===== src/rtl/sha3_pkg.sv =====
// Shared SHA3 definitions used by the absorb unit, the round core and the
// squeeze unit.
//   LANE_W          : width of one Keccak lane (64 bits)
//   STATE_W         : width of the full Keccak state (1600 bits)
//   squeeze_state_t : FSM encoding of the squeeze unit
//   lane()          : extracts lane (x, y) from a packed state,
//                     with lane index i = x + 5*y at bits [64*i +: 64]
package sha3_pkg;

  localparam int LANE_W  = 64;
  localparam int STATE_W = 1600;

  typedef enum logic {
    IDLE = 1'b0,
    SEND = 1'b1
  } squeeze_state_t;

  function automatic logic [LANE_W-1:0] lane(
    input logic [STATE_W-1:0] state,
    input int                 x,
    input int                 y
  );
    return state[LANE_W*(x + 5*y) +: LANE_W];
  endfunction

endpackage


===== src/rtl/sha3_squeeze.sv =====
// SHA3 sponge output stage. Captures the permuted Keccak state after the final
// round and streams its first OUT_LANES lanes as 64-bit words over a
// valid/ready handshake. The last word is flagged with DOUT_LAST.
// Ports:
//   CLK, RST_N            : clock (rising edge), asynchronous active-low reset
//   STATE_IN              : 1600-bit Keccak state, lane i at [64*i +: 64]
//   STATE_VALID/READY     : state capture handshake (ready only when IDLE)
//   ABORT                 : synchronous flush of the digest in flight
//   DOUT                  : current digest lane (registered, unmodified lane)
//   DOUT_VALID/READY      : digest word handshake
//   DOUT_LAST             : DOUT is lane OUT_LANES-1
module sha3_squeeze
  import sha3_pkg::*;
#(
  parameter int RATE_LANES = 17,
  parameter int OUT_LANES  = 4
) (
  input  logic               CLK,
  input  logic               RST_N,
  input  logic [STATE_W-1:0] STATE_IN,
  input  logic               STATE_VALID,
  output logic               STATE_READY,
  input  logic               ABORT,
  output logic [LANE_W-1:0]  DOUT,
  output logic               DOUT_VALID,
  input  logic               DOUT_READY,
  output logic               DOUT_LAST
);

  generate
    if (OUT_LANES < 1 || OUT_LANES > RATE_LANES) begin : g_bad_out_lanes
      $error("sha3_squeeze: OUT_LANES must be in 1..RATE_LANES");
    end
  endgenerate

  localparam int                CNT_W    = (OUT_LANES > 1) ? $clog2(OUT_LANES) : 1;
  localparam logic [CNT_W-1:0]  LAST_CNT = CNT_W'(OUT_LANES - 1);

  squeeze_state_t                state_reg, state_next;
  logic [CNT_W-1:0]              cnt_reg, cnt_next;
  logic [LANE_W-1:0]             dout_reg;
  logic [OUT_LANES*LANE_W-1:0]   buf_reg;
  logic [OUT_LANES*LANE_W-1:0]   cap_vec;
  logic                          load_first;
  logic                          load_next;
  logic                          beat;

  // Gather the digest lanes from the state in output order.
  genvar gi;
  generate
    for (gi = 0; gi < OUT_LANES; gi++) begin : g_cap
      assign cap_vec[gi*LANE_W +: LANE_W] = lane(STATE_IN, gi % 5, gi / 5);
    end
  endgenerate

  always_ff @(posedge CLK or negedge RST_N) begin
    if (!RST_N) begin
      state_reg <= IDLE;
      cnt_reg   <= '0;
    end else begin
      state_reg <= state_next;
      cnt_reg   <= cnt_next;
    end
  end

  always_comb begin
    state_next = state_reg;
    cnt_next   = cnt_reg;
    load_first = 1'b0;
    load_next  = 1'b0;
    beat       = (state_reg == SEND) && DOUT_READY;
    case (state_reg)
      IDLE: begin
        // ABORT suppresses a capture in the same cycle.
        if (!ABORT && STATE_VALID) begin
          state_next = SEND;
          cnt_next   = '0;
          load_first = 1'b1;
        end
      end
      SEND: begin
        if (ABORT) begin
          state_next = IDLE;
          cnt_next   = '0;
        end else if (beat) begin
          if (cnt_reg == LAST_CNT) begin
            state_next = IDLE;
            cnt_next   = '0;
          end else begin
            cnt_next  = cnt_reg + 1'b1;
            load_next = 1'b1;
          end
        end
      end
      default: begin
        state_next = IDLE;
        cnt_next   = '0;
      end
    endcase
  end

  // The buffer only holds data while SEND is active, so it needs no reset.
  always_ff @(posedge CLK) begin
    if (load_first) begin
      buf_reg <= cap_vec;
    end
  end

  // Lane 0 comes straight from STATE_IN so it is ready one cycle after capture.
  always_ff @(posedge CLK or negedge RST_N) begin
    if (!RST_N) begin
      dout_reg <= '0;
    end else if (load_first) begin
      dout_reg <= lane(STATE_IN, 0, 0);
    end else if (load_next) begin
      dout_reg <= buf_reg[LANE_W*int'(cnt_next) +: LANE_W];
    end
  end

  assign DOUT        = dout_reg;
  assign DOUT_VALID  = (state_reg == SEND);
  assign DOUT_LAST   = (state_reg == SEND) && (cnt_reg == LAST_CNT);
  assign STATE_READY = (state_reg == IDLE);

endmodule


===== config.mk =====
export PLATFORM = sky130hd
export DESIGN_NAME = sha3_squeeze
export DESIGN_NICKNAME = d
export VERILOG_FILES = /design/src/rtl/sha3_pkg.sv /design/src/rtl/sha3_squeeze.sv
export SDC_FILE = /design/constraint.sdc
export NUM_CORES = 1
export LEC_CHECK = 0
export CORE_AREA = 5 5 647 649
export CTS_BUF_LIST = sky130_fd_sc_hd__clkbuf_8 sky130_fd_sc_hd__clkbuf_16
export CTS_CLUSTER_DIAMETER = 40
export CTS_CLUSTER_SIZE = 40
export DETAILED_ROUTE_END_ITERATION = 12
export DIE_AREA = 0 0 652 654
export PLACE_DENSITY_LB_ADDON = 0.12
export SLEW_MARGIN = 20
export SYNTH_ARGS = -nofsm -noshare
export SYNTH_HDL_FRONTEND = slang
export SYNTH_SLANG_ARGS = --single-unit

===== constraint.sdc =====
create_clock -name CLK -period 20.9 [get_ports CLK]
set_input_delay 4.18 -clock CLK [delete_from_list [all_inputs] [get_ports CLK]]
set_output_delay 4.18 -clock CLK [all_outputs]
set_load 0.03 [all_outputs]

==> flow_summary.rst, run 1 <==
.. list-table::
   :header-rows: 1

   * - Metric
     - Value
   * - Status
     - complete, no violations
   * - Max-slew violation count
     - 0
   * - Total nets after synthesis
     - 2,657
   * - DPL Wire Length
     - 83,000 um
   * - Critical path class
     - primary input to flop
   * - Die boundary width
     - 652 um
   * - Cells along the critical path
     - clkdlybuf4s50_1, buf_4, or3b_4, inv_8, buf_4, buf_4
   * - Total power
     - 0.00295 W
   * - Number of antenna violations at the first check in global routing
     - 121
   * - Total leakage power
     - 8.23 nW
   * - Startpoint of the worst-slack reg-to-reg timing path
     - DOUT_VALID
   * - Critical path depth in cells
     - 6
   * - Ys async rst share
     - 20.7%
   * - Remaining max-slew budget at the tightest pin
     - 21.2%
   * - PostCTS Resize Cnt
     - 0
   * - Count of port buffers added during placement
     - 327
   * - Site row count
     - 236
   * - Post-CTS clock slew at the launch and capture registers of the worst setup and hold paths
     - 0.04 ns
   * - DRC violations left
     - 0
   * - Gr ovfl total
     - 0
   * - Number of cell instances on the worst register-to-register path
     - 5
   * - Synth area leader
     - sky130_fd_sc_hd__edfxtp_1
   * - Part of the cycle the worst path needs
     - 36.2%
   * - Uppermost signal routing layer after detailed routing
     - met5
   * - Sequential cell area fraction in the yosys report
     - 66.1%
   * - CP delay by family, top
     - buffers and inverters
   * - Largest register FFs
     - 256
   * - Worst clock skew
     - 0.0661 ns
   * - Via/cell ratio
     - 1.76
   * - Hold buffer count at cts
     - 0
   * - Post-layout min period
     - 7.57 ns
   * - Fin Setup TNS
     - 0 ns
   * - Destination of the worst register-to-register timing path
     - buf_reg[37]
   * - Number of buffers added by the clock tree synthesis step
     - 119
   * - Longest Clk Path Bufs
     - 3
   * - Number of global-route vias before repair
     - 12,853
   * - Min-Delay Path Class
     - flop to flop
   * - Mapped Area
     - 14,200 um^2
   * - Capturing element of the worst setup path
     - buf_reg[37]
   * - Most common cell on crit path
     - sky130_fd_sc_hd__buf_4
   * - Sum of met3 wire segment lengths after detailed routing
     - 11,700 um
   * - Maximum vdd drop
     - 0.0624 mV
   * - Overall die area
     - 426,000 um^2
   * - Wire length of the first global-routing pass
     - 147,000 um
   * - Area of the core region
     - 412,000 um^2
   * - Biggest area contributors in the synthesized netlist
     - sky130_fd_sc_hd__edfxtp_1 54%, sky130_fd_sc_hd__dfrtp_1 12%, sky130_fd_sc_hd__and3_1 5.5%
   * - Utilization after layout
     - 6.88%
   * - Critical Path Start Type
     - primary input
   * - CP Data Arrival Time
     - 7.88 ns
   * - Number of max-capacitance violations reported
     - 0
   * - CP bufs+invs
     - 5
   * - Fraction of layout cells with a size suffix above 1
     - 19.5%
   * - Crit. Startpoint
     - ABORT
   * - Clk sink count
     - 323
   * - Post-CTS Setup Inserts
     - 0
   * - Most frequently used flop master after synthesis
     - sky130_fd_sc_hd__edfxtp_1
   * - Worst Setup End Kind
     - flop
   * - DR vias
     - 12,337
   * - Routed met2 length
     - 55,500 um
   * - Slack of the worst reg-to-reg path
     - 16.88 ns
   * - Top-Level Pins
     - 1,672
   * - CP peak stage delay
     - 0.78 ns
   * - Leading post-synthesis cells by instance count
     - 256 x sky130_fd_sc_hd__edfxtp_1, 124 x sky130_fd_sc_hd__and3_1, 91 x sky130_fd_sc_hd__clkbuf_1
   * - Y dimension of the die
     - 654 um
   * - Maximum number of pins on one net before global-route repair
     - 125
   * - Total of flip-flops plus latches after synthesis
     - 323
   * - Number of DRC markers after the initial detailed-route iteration
     - 970
   * - Average footprint of a synthesized cell
     - 13.5 um^2
   * - Max Clock Freq
     - 132 MHz
   * - Area growth from synthesis to layout
     - 100%
   * - Power per Cell Area
     - 104 nW/um^2
   * - Placed cell count
     - 6,753
   * - Unrepaired setup endpoints after global routing
     - no
   * - Final-report hold violation count
     - 0
   * - Count of TritonRoute iterations in the first routing pass
     - 5
   * - Final Net Count
     - 3,006
   * - RePlAce Congestion
     - 0.653
   * - Post-synth EDFFs
     - 256
   * - Starting Density
     - 3.44%
   * - Slowest library cell on the worst path
     - sky130_fd_sc_hd__buf_4
   * - Number of different library cells in the post-synthesis netlist
     - 36
   * - Routed wirelength normalized by instance count
     - 16.7 um
   * - Top-area cell type share of the netlist area
     - 54.3%
   * - Finished Layout Cells
     - 7,000
   * - Clock tree from TritonCTS
     - built
   * - Worst Hold Launch
     - DOUT[24]
   * - H-Tree Depth
     - 3
   * - Number of cells produced by synthesis
     - 1,051
   * - Peak fanout along the critical path
     - 105
   * - CTS root buffer
     - sky130_fd_sc_hd__clkbuf_16
   * - Clock latency on the worst-skew pair
     - 0.76 ns
   * - Total wire length
     - 117,000 um
   * - Final count of negative-setup-slack endpoints
     - 0
   * - Most instantiated library cell after synthesis
     - sky130_fd_sc_hd__edfxtp_1
   * - Number of warnings issued by yosys
     - 0
   * - Met1 wire length
     - 46,200 um
   * - Number of nets still failing antenna checks after routing
     - 0
   * - Req. time, crit path
     - 21.21 ns
   * - Global-route usage over all layers
     - 5.32%
   * - Transition time of the tightest slew-check pin
     - 1.18 ns
metal layers:
layer	track usage, %	vias to the layer above
met3	2.36	266
li1	-	5195
met1	6.15	6215
met5	0	-
met4	1.48	40
met2	8.86	621
where the power goes:
| part | switching (W) | internal (W) | total (W) | leakage (nW) |
|---|---|---|---|---|
| logic | 0.000241 | 0.000127 | 0.000368 | 3.00 |
| registers | 0.0000299 | 0.000748 | 0.000778 | 3.13 |
| clock network | 0.000545 | 0.00125 | 0.00180 | 2.09 |
area by class of cell:
class                      count  area (um^2)
inverter                       2         15.0
sequential                   323         9370
antenna                       21         52.6
tap                         5474         6850
fill                       47971       384000
clock inverter                96          998
clock buffer                 130         3130
multi-input combinational    596         4400
timing repair buffer         358         3520
kinds of logic after synthesis:
logic type | Yosys count | synth area share [%]
AO/OA/AOI/OAI | 323 | 18.9
adder cells (fa/ha/maj) | 1 | 0.0883
buffers and inverters | 132 | 3.82
flip-flops | 323 | 66.1
multiplexers | 4 | 0.291
AND/OR/NAND/NOR | 268 | 10.8
per-stage QoR:
stage               instance area [um^2]  hold WS (ns)  worst slack (ns)
finish                             28300         0.549             13.33
global placement                   24100         0.542             12.33
global route                       28300         0.569             13.10
CTS                                28300         0.553             13.15
detailed placement                 24100         0.546             12.34
floorplan                          14200         0.606             10.20
how the worst min path moves through the flow:
stage | slack [ns] | cells past startpoint | to
floorplan | 0.61 | 2 | DOUT[60]
global placement | 0.54 | 2 | DOUT[1]
detailed placement | 0.55 | 2 | DOUT[24]
CTS | 0.55 | 2 | DOUT[24]
global route | 0.57 | 2 | DOUT[31]
finish | 0.55 | 2 | DOUT[24]
cells in the final DEF (no fill, tap or decap), drive strengths merged, types with 2 or more instances in the layout:
cell and instances:
nor2 5, o22ai 63, o221a 62, o311a 62, bufinv 16, nor2b 4, and3b 2, o32ai 62
o311ai 2, nand2 63, nand4 62, clkinv 63, and3 124, inv 19, dfrtp 67, mux2i 3
clkdlybuf4s50 326, a22oi 2, a21oi 62, a2111o 2, nand2b 3, a32oi 2, o221ai 2, buf 32
diode 21, edfxtp 256, clkbuf 130
worst register-to-register path: cells and delay by family (launching register included):
family | cells | cell delay [ns]
buffers and inverters | 4 | 2.53
DFF | 1 | 0.35
and+or+nand+nor | 1 | 0.65
Note: power is estimated with default switching activity, not from simulation.
==> inputs of run 2 (changes only) <==
- CORE_AREA: 5 5 647 649 -> 5 5 651 653
- DIE_AREA: 0 0 652 654 -> 0 0 656 658
- clock period: 20.9 -> 7.75 ns (I/O delays scaled with it)
==> flow_summary.rst, run 2 (synthesis results as in run 1) <==
.. list-table::
   :header-rows: 1

   * - Metric
     - Value
   * - Number of buffers added by the clock tree synthesis step
     - 119 (unchanged)
   * - DR vias
     - 12,318 (was 12,337)
   * - Area of the core region
     - 418,000 um^2 (was 412,000 um^2)
   * - Largest register FFs
     - 256 (unchanged)
   * - Gr ovfl total
     - 0 (unchanged)
   * - Cell area after layout
     - 28,300 um^2 (about the same)
   * - Peak fanout along the critical path
     - 5 (was 105)
   * - CTS root buffer
     - sky130_fd_sc_hd__clkbuf_16 (unchanged)
   * - Destination of the worst register-to-register timing path
     - DOUT[36] (was buf_reg[37])
   * - Starting Density
     - 3.39% (was 3.44%)
   * - DRC violations left
     - 0 (unchanged)
   * - Number of antenna violations at the first check in global routing
     - 118 (was 121)
   * - Leading cell type in the layout, fill and taps excluded
     - sky130_fd_sc_hd__clkdlybuf4s50_1 (unchanged)
   * - Post-CTS clock slew at the launch and capture registers of the worst setup and hold paths
     - 0.04 ns (about the same)
   * - Final count of negative-setup-slack endpoints
     - 0 (unchanged)
   * - Status
     - complete, no violations (unchanged)
   * - Critical Path Start Type
     - flop (was primary input)
   * - Critical path class
     - flop to output pin (was primary input to flop)
   * - Wire length of the first global-routing pass
     - 149,000 um (was 147,000 um)
   * - Y dimension of the die
     - 658 um (was 654 um)
   * - Post-CTS Setup Inserts
     - 0 (unchanged)
   * - Most frequent cells in the layout
     - 326 x sky130_fd_sc_hd__clkdlybuf4s50_1, 256 x sky130_fd_sc_hd__edfxtp_1, 124 x sky130_fd_sc_hd__and3_1 (unchanged)
   * - Via/cell ratio
     - 1.75 (was 1.76)
   * - Max Clock Freq
     - 234 MHz
   * - Global-route usage over all layers
     - 5.33% (was 5.32%)
   * - Part of the cycle the worst path needs
     - 55.2%
   * - DPL Wire Length
     - 82,700 um (was 83,000 um)
   * - PostCTS Resize Cnt
     - 0 (unchanged)
   * - Post-layout min period
     - 4.28 ns
   * - Capturing element of the worst setup path
     - DOUT_LAST (was buf_reg[37])
   * - Clock Power Share
     - 59.2% (was 61.1%)
   * - Number of cell instances on the worst register-to-register path
     - 6 (was 5)
   * - Crit. Startpoint
     - cnt_reg[1] (was ABORT)
   * - Fraction of layout cells with a size suffix above 1
     - 18.9% (was 19.5%)
   * - Clk sink count
     - 323 (unchanged)
   * - Placed cell count
     - 6,799 (was 6,753)
   * - Worst Setup End Kind
     - output pin (was flop)
   * - Worst clock skew
     - 0.0606 ns (was 0.0661 ns)
   * - Remaining max-slew budget at the tightest pin
     - 20.9% (was 21.2%)
   * - Total power
     - 0.00763 W (was 0.00295 W)
   * - Worst setup timing slack at the placement stage
     - 2.56 ns (was 12.34 ns)
   * - Combined flip-flop and latch cell area
     - 9370 um^2 (unchanged)
   * - Total wire length
     - 119,000 um (was 117,000 um)
   * - Final-report hold violation count
     - 0 (unchanged)
   * - Number of DRC markers after the initial detailed-route iteration
     - 757 (was 970)
   * - Count of TritonRoute iterations in the first routing pass
     - 5 (unchanged)
   * - Slack of the worst reg-to-reg path
     - 4.28 ns (was 16.88 ns)
   * - Area growth from synthesis to layout
     - 99.5% (was 100%)
   * - Maximum number of pins on one net before global-route repair
     - 125 (unchanged)
   * - Maximum vdd drop
     - 0.199 mV (was 0.0624 mV)
   * - Req. time, crit path
     - 6.20 ns (was 21.21 ns)
   * - Power per Cell Area
     - 270 nW/um^2 (was 104 nW/um^2)
   * - Count of port buffers added during placement
     - 327 (unchanged)
   * - Clock tree from TritonCTS
     - built (unchanged)
   * - Max-slew violation count
     - 0 (unchanged)
   * - Hold buffer count at cts
     - 0 (unchanged)
   * - Clock latency on the worst-skew pair
     - 0.77 ns (was 0.76 ns)
   * - RePlAce Congestion
     - 0.649 (was 0.653)
   * - Sw Share
     - 28.8% (was 27.7%)
   * - Fin Setup TNS
     - 0 ns (unchanged)
   * - Gate power share
     - 13.3% (was 12.5%)
   * - Unrepaired setup endpoints after global routing
     - no (unchanged)
   * - Longest Clk Path Bufs
     - 3 (unchanged)
   * - Transition time of the tightest slew-check pin
     - 1.19 ns (was 1.18 ns)
   * - Combined area of the multi-input logic cells
     - 4400 um^2 (unchanged)
   * - Top-Level Pins
     - 1,672 (unchanged)
   * - Number of nets still failing antenna checks after routing
     - 0 (unchanged)
   * - Min-Delay Path Class
     - flop to flop (unchanged)
   * - Number of global-route vias before repair
     - 12,719 (was 12,853)
   * - Register share of total power
     - 27.5% (was 26.4%)
   * - CP Data Arrival Time
     - 2.73 ns (was 7.88 ns)
   * - Routed wirelength normalized by instance count
     - 16.8 um (was 16.7 um)
   * - Site row count
     - 238 (was 236)
   * - Die boundary width
     - 656 um (was 652 um)
   * - Startpoint of the worst-slack reg-to-reg timing path
     - cnt_reg[1] (was DOUT_VALID)
   * - Min setup slack post-route
     - 3.47 ns (was 13.33 ns)
   * - Final Net Count
     - 3,006 (unchanged)
   * - Instance area at placement
     - 24,300 um^2 (was 24,100 um^2)
   * - Finished Layout Cells
     - 7,059 (was 7,000)
   * - H-Tree Depth
     - 3 (unchanged)
   * - Net switching component of the power
     - 0.00219 W (was 0.000816 W)
   * - Cell depth of the worst min-delay path
     - 2 (unchanged)
   * - Overall die area
     - 432,000 um^2 (was 426,000 um^2)
   * - Total leakage power
     - 8.22 nW (was 8.23 nW)
   * - Number of max-capacitance violations reported
     - 0 (unchanged)
   * - Cell-internal power
     - 0.00543 W (was 0.00213 W)
   * - Number of filler instances in the final layout
     - 48,776 (was 47,971)
## run 2: changes by cell type in the layout (fill, tap and decap cells not counted), moves of 10 or more
| cell | delta |
|---|---|
| sky130_fd_sc_hd__inv_1 | +25 |
| sky130_fd_sc_hd__clkinv_1 | -15 |
| sky130_fd_sc_hd__bufinv_16 | -13 |
| sky130_fd_sc_hd__clkinv_2 | -10 |
| sky130_fd_sc_hd__clkbuf_8 | +13 |
| sky130_fd_sc_hd__diode_2 | +12 |
## run 2: layout make-up
type                       count  share of cell area, %
multi-input combinational    596                   15.6
clock buffer                 143                   11.7
tap                         5520                   24.4
sequential                   323                   33.1
clock inverter                84                   2.10
inverter                       2                 0.0398
antenna                       33                  0.292
timing repair buffer         358                   12.7
## run 2: metrics by stage
step                util [%]  hold WS [ns]
floorplan                  -         0.606
global placement        5.81         0.531
detailed placement      5.81         0.542
CTS                     6.74         0.553
global route            6.75         0.568
finish                  6.76         0.545
## run 2: how the worst min path moves through the flow
stage	startpoint	endpoint	slack [ns]
2_1_floorplan	buf_reg[124]	DOUT[60]	0.61
3_5_place_dp	DOUT[1]	DOUT[1]	0.54
4_1_cts	DOUT[1]	DOUT[1]	0.55
3_3_place_gp	DOUT[61]	DOUT[61]	0.53
6_report	DOUT[1]	DOUT[1]	0.55
5_1_grt	DOUT[10]	DOUT[10]	0.57
## run 2: power groups by stage
stage	clock, W	sequential (W)	combinational (W)
after CTS	0.00469	0.00210	0.00108
final	0.00451	0.00209	0.00102
after global routing	0.00478	0.00211	0.00109
after detailed placement	0	0.00212	0.00108
after global placement	0	0.00213	0.00108
after floorplan	0	0.00224	0.000260
## run 2: metal layers
| metal | global-route usage, % | vias to the layer above | part of all wire (%) | routed length (um) |
|---|---|---|---|---|
| li1 | - | 5219 | - | - |
| met1 | 5.95 | 6217 | 39 | 46200 |
| met2 | 8.89 | 588 | 47 | 56300 |
| met3 | 2.59 | 262 | 10 | 12200 |
| met4 | 1.68 | 32 | 3.1 | 3640 |
| met5 | 0 | - | 0.18 | 209 |
## run 2: worst max-delay path, stage by stage, from the launching register on
cell and delay (ns):
sky130_fd_sc_hd__dfrtp_1 0.58, sky130_fd_sc_hd__ha_1 0.44, sky130_fd_sc_hd__and2_1 0.18, sky130_fd_sc_hd__clkdlybuf4s50_1 0.80
